==> config.mk <==
export PLATFORM = sky130hd
export DESIGN_NAME = pc_jump_redirect_flat
export DESIGN_NICKNAME = d
export VERILOG_FILES = /design/src/rtl/mips_pc_pkg.sv /design/src/rtl/pc_jump_redirect_if.sv /design/src/rtl/pc_jump_target.sv /design/src/rtl/pc_jump_redirect.sv /design/src/flat_wrapper.sv
export SDC_FILE = /design/constraint.sdc
export NUM_CORES = 1
export LEC_CHECK = 0
export ABC_AREA = 1
export CORE_MARGIN = 8
export CORE_UTILIZATION = 45
export DETAILED_ROUTE_END_ITERATION = 8
export DONT_BUFFER_PORTS = 1
export GPL_TIMING_DRIVEN = 0
export PLACE_DENSITY = 0.65
export SLEW_MARGIN = 40
export SYNTH_ARGS = -nofsm -noshare
export SYNTH_HDL_FRONTEND = slang
export SYNTH_HIERARCHICAL = 1
export SYNTH_SLANG_ARGS = --single-unit
==> constraint.sdc <==
create_clock -name i_clk -period 2.7 [get_ports i_clk]
set_clock_uncertainty 0.1 [all_clocks]
set_input_delay 0.54 -clock i_clk [delete_from_list [all_inputs] [get_ports i_clk]]
set_output_delay 0.54 -clock i_clk [all_outputs]
set_load 0.1 [all_outputs]
==> src/rtl/mips_pc_pkg.sv <==
// Shared constants and type definitions for the fetch-PC redirect logic.
package mips_pc_pkg;

    localparam int unsigned NBITS_DEFAULT     = 32;
    localparam int unsigned NBITSJUMP_DEFAULT = 26;
    localparam int unsigned PC_INCR           = 4;
    localparam logic [31:0] RESET_PC_DEFAULT  = 32'h0000_0000;

    typedef enum logic [1:0] {
        StRun    = 2'd0,
        StWait   = 2'd1,
        StHalted = 2'd2
    } pc_state_e;

    // Winning redirect source after priority resolution.
    typedef enum logic [1:0] {
        RedirNone   = 2'd0,
        RedirJump   = 2'd1,
        RedirJr     = 2'd2,
        RedirBranch = 2'd3
    } redir_src_e;

endpackage

==> src/rtl/pc_jump_redirect_if.sv <==
// Bundle of decode/execute redirect inputs and fetch-side outputs of the PC unit.
interface pc_jump_redirect_if
    import mips_pc_pkg::*;
#(
    parameter int unsigned NBITS     = NBITS_DEFAULT,
    parameter int unsigned NBITSJUMP = NBITSJUMP_DEFAULT
);

    logic                 i_id_jump;
    logic [NBITSJUMP-1:0] i_id_instr_index;
    logic [NBITS-1:0]     i_id_pc4;
    logic                 i_id_jr;
    logic [NBITS-1:0]     i_id_jr_target;
    logic                 i_ex_branch_taken;
    logic [NBITS-1:0]     i_ex_branch_target;
    logic                 i_stall;
    logic                 i_halt;
    logic                 i_imem_ready;
    logic [NBITS-1:0]     o_pc;
    logic [NBITS-1:0]     o_pc4;
    logic                 o_imem_req;
    logic                 o_flush_if_id;
    logic                 o_flush_id_ex;
    logic                 o_halted;

    modport master (
        output i_id_jump, i_id_instr_index, i_id_pc4, i_id_jr, i_id_jr_target,
               i_ex_branch_taken, i_ex_branch_target, i_stall, i_halt, i_imem_ready,
        input  o_pc, o_pc4, o_imem_req, o_flush_if_id, o_flush_id_ex, o_halted
    );

    modport slave (
        input  i_id_jump, i_id_instr_index, i_id_pc4, i_id_jr, i_id_jr_target,
               i_ex_branch_taken, i_ex_branch_target, i_stall, i_halt, i_imem_ready,
        output o_pc, o_pc4, o_imem_req, o_flush_if_id, o_flush_id_ex, o_halted
    );

endinterface

==> src/rtl/pc_jump_target.sv <==
// J/JAL target: upper PC+4 region bits, instr_index, then word alignment.
module pc_jump_target
    import mips_pc_pkg::*;
#(
    parameter int unsigned NBITS     = NBITS_DEFAULT,
    parameter int unsigned NBITSJUMP = NBITSJUMP_DEFAULT
) (
    input  logic [NBITS-NBITSJUMP-3:0] pc4_hi_i,
    input  logic [NBITSJUMP-1:0]       instr_index_i,
    output logic [NBITS-1:0]           target_o
);

    assign target_o = {pc4_hi_i, instr_index_i, 2'b00};

endmodule

==> src/rtl/pc_jump_redirect.sv <==
// Fetch PC register with prioritised branch/jump redirect, one-entry pending
// target for stalled redirects, and a terminal halt state.
module pc_jump_redirect
    import mips_pc_pkg::*;
#(
    parameter int unsigned      NBITS     = NBITS_DEFAULT,
    parameter int unsigned      NBITSJUMP = NBITSJUMP_DEFAULT,
    parameter logic [NBITS-1:0] RESET_PC  = NBITS'(RESET_PC_DEFAULT)
) (
    input logic               i_clk,
    input logic               i_rst_n,
    pc_jump_redirect_if.slave bus
);

    localparam int unsigned JumpHiW = NBITS - NBITSJUMP - 2;

    pc_state_e        state_q, state_d;
    logic [NBITS-1:0] pc_q, pc_d;
    logic [NBITS-1:0] pend_q, pend_d;
    logic [NBITS-1:0] pc4;
    logic [NBITS-1:0] jump_target;
    logic [NBITS-1:0] redir_target;
    redir_src_e       redir_src;
    logic             redir_valid;
    logic             fetch_go;

    assign pc4      = pc_q + NBITS'(PC_INCR);
    assign fetch_go = bus.i_imem_ready & ~bus.i_stall;

    pc_jump_target #(
        .NBITS     (NBITS),
        .NBITSJUMP (NBITSJUMP)
    ) u_jump_target (
        .pc4_hi_i      (bus.i_id_pc4[NBITS-1 -: JumpHiW]),
        .instr_index_i (bus.i_id_instr_index),
        .target_o      (jump_target)
    );

    // EX branch beats everything; ID-stage redirects only count in RUN and lose to halt.
    always_comb begin
        redir_src    = RedirNone;
        redir_target = bus.i_ex_branch_target;
        if (state_q != StHalted && bus.i_ex_branch_taken) begin
            redir_src = RedirBranch;
        end else if (state_q == StRun && !bus.i_halt) begin
            if (bus.i_id_jr) begin
                redir_src    = RedirJr;
                redir_target = bus.i_id_jr_target;
            end else if (bus.i_id_jump) begin
                redir_src    = RedirJump;
                redir_target = jump_target;
            end
        end
    end

    assign redir_valid = (redir_src != RedirNone);

    always_ff @(posedge i_clk or negedge i_rst_n) begin
        if (!i_rst_n) begin
            state_q <= StRun;
            pc_q    <= RESET_PC;
            pend_q  <= '0;
        end else begin
            state_q <= state_d;
            pc_q    <= pc_d;
            pend_q  <= pend_d;
        end
    end

    always_comb begin
        state_d = state_q;
        pc_d    = pc_q;
        pend_d  = pend_q;
        unique case (state_q)
            StRun: begin
                if (redir_valid) begin
                    if (fetch_go) begin
                        pc_d = redir_target;
                    end else begin
                        pend_d  = redir_target;
                        state_d = StWait;
                    end
                end else if (bus.i_halt) begin
                    state_d = StHalted;
                end else if (fetch_go) begin
                    pc_d = pc4;
                end
            end
            StWait: begin
                // Only a younger EX branch can reach here; it replaces the pending target.
                if (redir_valid) begin
                    pend_d = redir_target;
                end
                if (fetch_go) begin
                    pc_d    = redir_valid ? redir_target : pend_q;
                    state_d = StRun;
                end
            end
            StHalted: state_d = StHalted;
            default:  state_d = StRun;
        endcase
    end

    always_comb begin
        bus.o_imem_req    = 1'b0;
        bus.o_flush_if_id = 1'b0;
        bus.o_flush_id_ex = 1'b0;
        bus.o_halted      = 1'b0;
        if (i_rst_n) begin
            bus.o_imem_req    = (state_q != StHalted);
            bus.o_flush_if_id = redir_valid;
            bus.o_flush_id_ex = (redir_src == RedirBranch);
            bus.o_halted      = (state_q == StHalted);
        end
    end

    assign bus.o_pc  = pc_q;
    assign bus.o_pc4 = pc4;

endmodule

==> src/flat_wrapper.sv <==
// flat-port wrapper written by rule: the top's interface ports become plain ports
module pc_jump_redirect_flat import mips_pc_pkg::*;
#(
    parameter int unsigned      NBITS     = NBITS_DEFAULT,
    parameter int unsigned      NBITSJUMP = NBITSJUMP_DEFAULT,
    parameter logic [NBITS-1:0] RESET_PC  = NBITS'(RESET_PC_DEFAULT)
)
  (i_clk, i_rst_n, bus_i_id_jump, bus_i_id_instr_index, bus_i_id_pc4, bus_i_id_jr, bus_i_id_jr_target, bus_i_ex_branch_taken, bus_i_ex_branch_target, bus_i_stall, bus_i_halt, bus_i_imem_ready, bus_o_pc, bus_o_pc4, bus_o_imem_req, bus_o_flush_if_id, bus_o_flush_id_ex, bus_o_halted);
  pc_jump_redirect_if #(.NBITS(NBITS), .NBITSJUMP(NBITSJUMP)) bus_i ();
  input logic i_clk;
  input logic i_rst_n;
  input wire logic [$bits(bus_i.i_id_jump)-1:0] bus_i_id_jump;
  input wire logic [$bits(bus_i.i_id_instr_index)-1:0] bus_i_id_instr_index;
  input wire logic [$bits(bus_i.i_id_pc4)-1:0] bus_i_id_pc4;
  input wire logic [$bits(bus_i.i_id_jr)-1:0] bus_i_id_jr;
  input wire logic [$bits(bus_i.i_id_jr_target)-1:0] bus_i_id_jr_target;
  input wire logic [$bits(bus_i.i_ex_branch_taken)-1:0] bus_i_ex_branch_taken;
  input wire logic [$bits(bus_i.i_ex_branch_target)-1:0] bus_i_ex_branch_target;
  input wire logic [$bits(bus_i.i_stall)-1:0] bus_i_stall;
  input wire logic [$bits(bus_i.i_halt)-1:0] bus_i_halt;
  input wire logic [$bits(bus_i.i_imem_ready)-1:0] bus_i_imem_ready;
  output wire logic [$bits(bus_i.o_pc)-1:0] bus_o_pc;
  output wire logic [$bits(bus_i.o_pc4)-1:0] bus_o_pc4;
  output wire logic [$bits(bus_i.o_imem_req)-1:0] bus_o_imem_req;
  output wire logic [$bits(bus_i.o_flush_if_id)-1:0] bus_o_flush_if_id;
  output wire logic [$bits(bus_i.o_flush_id_ex)-1:0] bus_o_flush_id_ex;
  output wire logic [$bits(bus_i.o_halted)-1:0] bus_o_halted;
  assign bus_i.i_id_jump = bus_i_id_jump;
  assign bus_i.i_id_instr_index = bus_i_id_instr_index;
  assign bus_i.i_id_pc4 = bus_i_id_pc4;
  assign bus_i.i_id_jr = bus_i_id_jr;
  assign bus_i.i_id_jr_target = bus_i_id_jr_target;
  assign bus_i.i_ex_branch_taken = bus_i_ex_branch_taken;
  assign bus_i.i_ex_branch_target = bus_i_ex_branch_target;
  assign bus_i.i_stall = bus_i_stall;
  assign bus_i.i_halt = bus_i_halt;
  assign bus_i.i_imem_ready = bus_i_imem_ready;
  assign bus_o_pc = bus_i.o_pc;
  assign bus_o_pc4 = bus_i.o_pc4;
  assign bus_o_imem_req = bus_i.o_imem_req;
  assign bus_o_flush_if_id = bus_i.o_flush_if_id;
  assign bus_o_flush_id_ex = bus_i.o_flush_id_ex;
  assign bus_o_halted = bus_i.o_halted;
  pc_jump_redirect #(.NBITS(NBITS), .NBITSJUMP(NBITSJUMP), .RESET_PC(RESET_PC)) u_core (.i_clk(i_clk), .i_rst_n(i_rst_n), .bus(bus_i));
endmodule
# --- After elaboration in Yosys (flattened, before gate mapping) ---
# Cells that the tools add are included.
totals:
  reg_bits: 66
  output_inout_bits: 68
op_classes:
  add_sub_neg: 1
  eq_ne: 11
  mux: 27
  n_bitwise: 2
  reduce_logical: 9
ops:
  columns: ["operator", "count"]
  rows:
  - ["$mux 32", 12]
  - ["$pmux 32 s2", 2]
  - ["$add 32x3->32 const B", 1]
  - ["$mux 2", 7]
  - ["$ne 2x1->1 const B", 3]
  - ["$ne 3x2->1 const B", 2]
  - ["$pmux 2 s3", 1]
  - ["$reduce_and 3->1", 2]
  - ["$mux 1", 5]
  - ["$eq 2x2->1 const B", 2]
  - ["$ne 2x2->1 const B", 2]
  - ["$reduce_and 4->1", 1]
  - ["$reduce_bool 2->1", 2]
  - ["$ne 3x3->1 const B", 1]
  - ["$eq 2x1->1 const B", 1]
  - ["$logic_and 1x1->1", 2]
  - ["$logic_not 2->1", 1]
  - ["$and 1x1->1", 1]
  - ["$logic_not 1->1", 1]
  - ["$not 1->1", 1]

# --- Logic depth before layout (Yosys ltp) ---
# Gate-level depths: netlist of run 1.
depth:
  ltp_word: 8
  ltp_mapped: 11
  mapped_depth_nobuf: 11

# --- Cells and area by module ---
# Netlist of run 1, hierarchy kept.
modules_own_cells:
  columns: ["mod", "instances", "cells_per_inst", "area_per_inst_um2", "seq_area_each_um2"]
  rows:
  - ["pc_jump_redirect", 1, 841, 5081.1, 1651.6]
  - ["pc_jump_target", 1, 33, 244.0, 0.0]

# --- Least setup slack after synthesis of run 1 ---
# No wires, ideal clock.
synth_timing:
  kind: "register -> output"
  start: "register u_core.pc_q[2], in the netlist u_core/bus.o_pc[2]"
  end: "output port bus_o_pc4[9]"
  arrival_ps: 3565
  path_slack_ps: -1505
  stages_incl_launch_ff: 5
  path_buffers: 0
  path_cell_list: "dfrtp_1 inv_1 nor2_1 nand2_1 xor2_1"
synth_between:
  elab_chain_len: 1
synth_rtl:
  columns: ["element", "line_no", "rtl"]
  rows:
  - ["start: declaration", "pc_jump_redirect.sv:18", "logic [NBITS-1:0] pc_q, pc_d;"]
  - ["start signal: assignment", "pc_jump_redirect.sv:65", "pc_q <= pc_d;"]
  - ["$add 32x3->32", "pc_jump_redirect.sv:27", "assign pc4 = pc_q + NBITS'(PC_INCR);"]
  - ["end: declaration", "flat_wrapper.sv:23", "output wire logic [$bits(bus_i.o_pc4)-1:0] bus_o_pc4;"]
# Every way passes these cells.

# --- Worst setup path after layout of run 1 ---
layout_timing:
  start: "register u_core.pc_q[2], in the netlist u_core/bus.o_pc[2]"
  end: "output port bus_o_pc4[19]"
# The elaborated chain is that of the path after synthesis.

==> summary.txt, run 1 <==
clock tree from TritonCTS = yes
first-pass GRT wire length = 29.3 mm
Worst R2R Start = u_core/bus.o_pc[2]
WHS Endpoint = u_core/pend_q[10]
max-cap violations = 0
NumNets Final = 1024
drt drc = 0
HP Start = bus_i_ex_branch_target[10]
Ys Warns = 6
critical path's slowest cell = dfrtp_4
diode count = 0
leading area contributor after synthesis = dfrtp_1
CP Launch Type = flop
largest net degree at the start of global routing = 67
die height = 125 um
slowest stage delay, CP = 0.66 ns
failing checks = negative setup slack
Mean Syn Cell Area = 6.09 um^2
Horiz. Die Dim = 125 um
class of the worst hold path = in2reg
Routed WL per cell = 17.8 um
Commonest cells post-synth = nand2_1, nor2_1, inv_1
Post-Syn Instances = 874
area share of the largest cell type after synthesis = 31.0%
r2r setup slk = -0.12 ns
dpl hpwl = 14.6 mm
WHS Path Cells = 4
Critical Path AT = 2.72 ns
Post-Syn Area = 0.00533 mm^2
P&R area growth vs syn = 20.9%
CP startpoint = u_core/bus.o_pc[2]
r2r worst-path depth = 8
clk slew on worst S/H paths = 0.06 ns
layout cell share with drive strength beyond 1 = 21.2%
CTS HTree Levels = 3
vias in the first global route = 5532
EDFF count, synth = 0
Min Hold Slack = 0.361 ns
Via density = 5.45
Ports = 198
total grt overflow = 0
Max Root-Sink Buffers = 2
commonest register cell after synthesis = dfrtp_1
maximum fanout along the worst path = 7
worst slew pin tran = 0.802 ns
WL final = 18.6 mm
Slew Viols, Final = 0
number of CTS-inserted buffers = 9
slack of the critical path = -0.660 ns
number of DRC markers in iteration 0 = 504
Routability Congestion = 0.922
most numerous cell in the Yosys netlist = nand2_1
multi-input logic area = 0.00335 mm^2
root buf cell = clkbuf_16
Total Routing Usage GR = 23.1%
Seq/Total Area, Yosys = 31.0%
Tmin final = 3.36 ns
Final setup viols = 31
Yosys reg bits = 66
clock latency on the worst-skew pair = 0.33 ns
Rows = 39
clk sink count = 66
Critical Path, Cell by Cell = clkinvlp_4 > nor2_4 > nand2_4 > nor2_4 > nand2_2 > nand2_2 > and2_4
antenna viol nets, final = 0
die area = 0.0156 mm^2
max_slew headroom = 46.5%
Top Family by Delay on Critical Path = simple AND/OR/NAND/NOR gates
critical path class = reg2out
crit path buf inv count = 1
core footprint = 0.0115 mm^2
critical path required time = 2.06 ns
FILL cells = 1143
vias = 5673
Distinct cells, synth = 32
Starting Density = 46.4%
Peak Freq = 298 MHz
RSZ-0062 raised after global routing = yes
DRT Pass-1 Iters = 5
status = complete, but fails checks
Final Cycle Share = 124%
worst r2r dst = u_core/bus.o_pc[9]
Port Buf Inserts = 0
initial antenna violation count = 0
nature of the critical path endpoint = primary output
Async SR Flop Fraction = 100%
final hold violations = 0
synth top area cells = dfrtp_1, nand2_1, nor2_1
Reg area = 0.00174 mm^2
[layout make-up]
cell class                      count  share of cell area [%]
Inverter                           95                    5.70
Sequential cell                    66                    27.1
Buffer                             70                    6.84
Multi-Input combinational cell    643                    52.1
Clock buffer                       13                    3.89
Tap cell                          143                    2.78
Timing Repair Buffer                8                    1.34
Clock inverter                      3                   0.233
[cells by family after synthesis]
group / share of synthesized area (%)
other: 0.0704
flip-flops: 31.0
XOR/XNOR: 0.987
AND/OR/NAND/NOR: 39.7
AO/OA/AOI/OAI: 12.9
buffers and inverters: 15.1
adder cells (fa/ha/maj): 0.235
[layer usage]
metal | vias to the layer above | track usage, % | wire length, um
li1 | 2779 | - | -
met1 | 2618 | 30.1 | 8120
met2 | 250 | 36.2 | 8280
met3 | 26 | 6.51 | 1760
met4 | 0 | 7.23 | 415
met5 | - | 0 | 0
[through the flow]
step           area, um^2  TNS [ns]  std cells  util (%)  worst slack, ns
6_report             6440    -10.19       1041      56.1           -0.660
5_1_grt              6440    -12.73       1041      56.1           -0.710
4_1_cts              6320     -9.75       1037      55.2           -0.625
3_5_place_dp         5790     -5.17       1018      50.5           -0.404
2_1_floorplan        5550    -0.217        875         -          -0.0968
3_3_place_gp         5720     -5.16       1018      49.9           -0.382
[state kept, by name, summed over array words and instances, names as in the netlist]
signal           flops
u_core/bus.o_pc     32
u_core/pend_q       32
u_core/state_q       2
[worst min-delay path, cell delays in order]
cell and delay [ns]:
inv_1 0.02, nand2_1 0.07, nand3_1 0.08, nand2_1 0.05
[what timing repair did]
| action | CTS | global route |
|---|---|---|
| endpoints found under the hold margin | 66 | 1 |
| pin swaps | 22 | 16 |
| buffers inserted | 3 | 3 |
| endpoints found under the setup margin | 38 | 37 |
| hold buffers | 1 | 1 |
| resized for setup | 64 | 24 |
[worst max path at each step]
stage                     to  slack [ns]  cells past startpoint
2_1_floorplan   bus_o_pc4[9]        -0.1                      4
3_3_place_gp   bus_o_pc4[12]       -0.38                      7
3_5_place_dp   bus_o_pc4[12]       -0.40                      7
4_1_cts        bus_o_pc4[19]       -0.62                      7
5_1_grt        bus_o_pc4[19]       -0.71                      7
6_report       bus_o_pc4[19]       -0.66                      7
[cells in the final DEF, fill, tap and decap left out, types with 3 or more instances in the layout]
cell type	instances
a21oi_1	22
and2_4	5
buf_2	15
buf_4	41
buf_6	4
clkbuf_1	17
clkbuf_16	9
clkinv_2	3
dfrtp_1	34
dfrtp_2	11
dfrtp_4	21
inv_1	87
inv_2	5
nand2_1	259
nand2_2	13
nand2_4	13
nand2_8	7
nand3_1	48
nand3b_1	5
nand4_1	16
nor2_1	118
nor2_2	8
nor2_4	14
o21ai_0	55
o21ai_2	3
o22ai_1	19
o31ai_1	17
xor2_4	4
Power of run 1 is not shown: default switching activity piles up to over one toggle a cycle in this logic, so the estimate is an artifact.
==> run 2: changes to the inputs <==
--- a/config.mk
+++ b/config.mk
@@ -8,6 +8,7 @@
 export ABC_AREA = 1
 export CORE_MARGIN = 8
 export CORE_UTILIZATION = 45
+export CTS_CLUSTER_SIZE = 12
 export DETAILED_ROUTE_END_ITERATION = 8
 export DONT_BUFFER_PORTS = 1
 export GPL_TIMING_DRIVEN = 0
==> results of run 2 <==
The final DEF is identical to that of run 1; final timing and power are the same.
Power of run 2 is left out for the same reason.
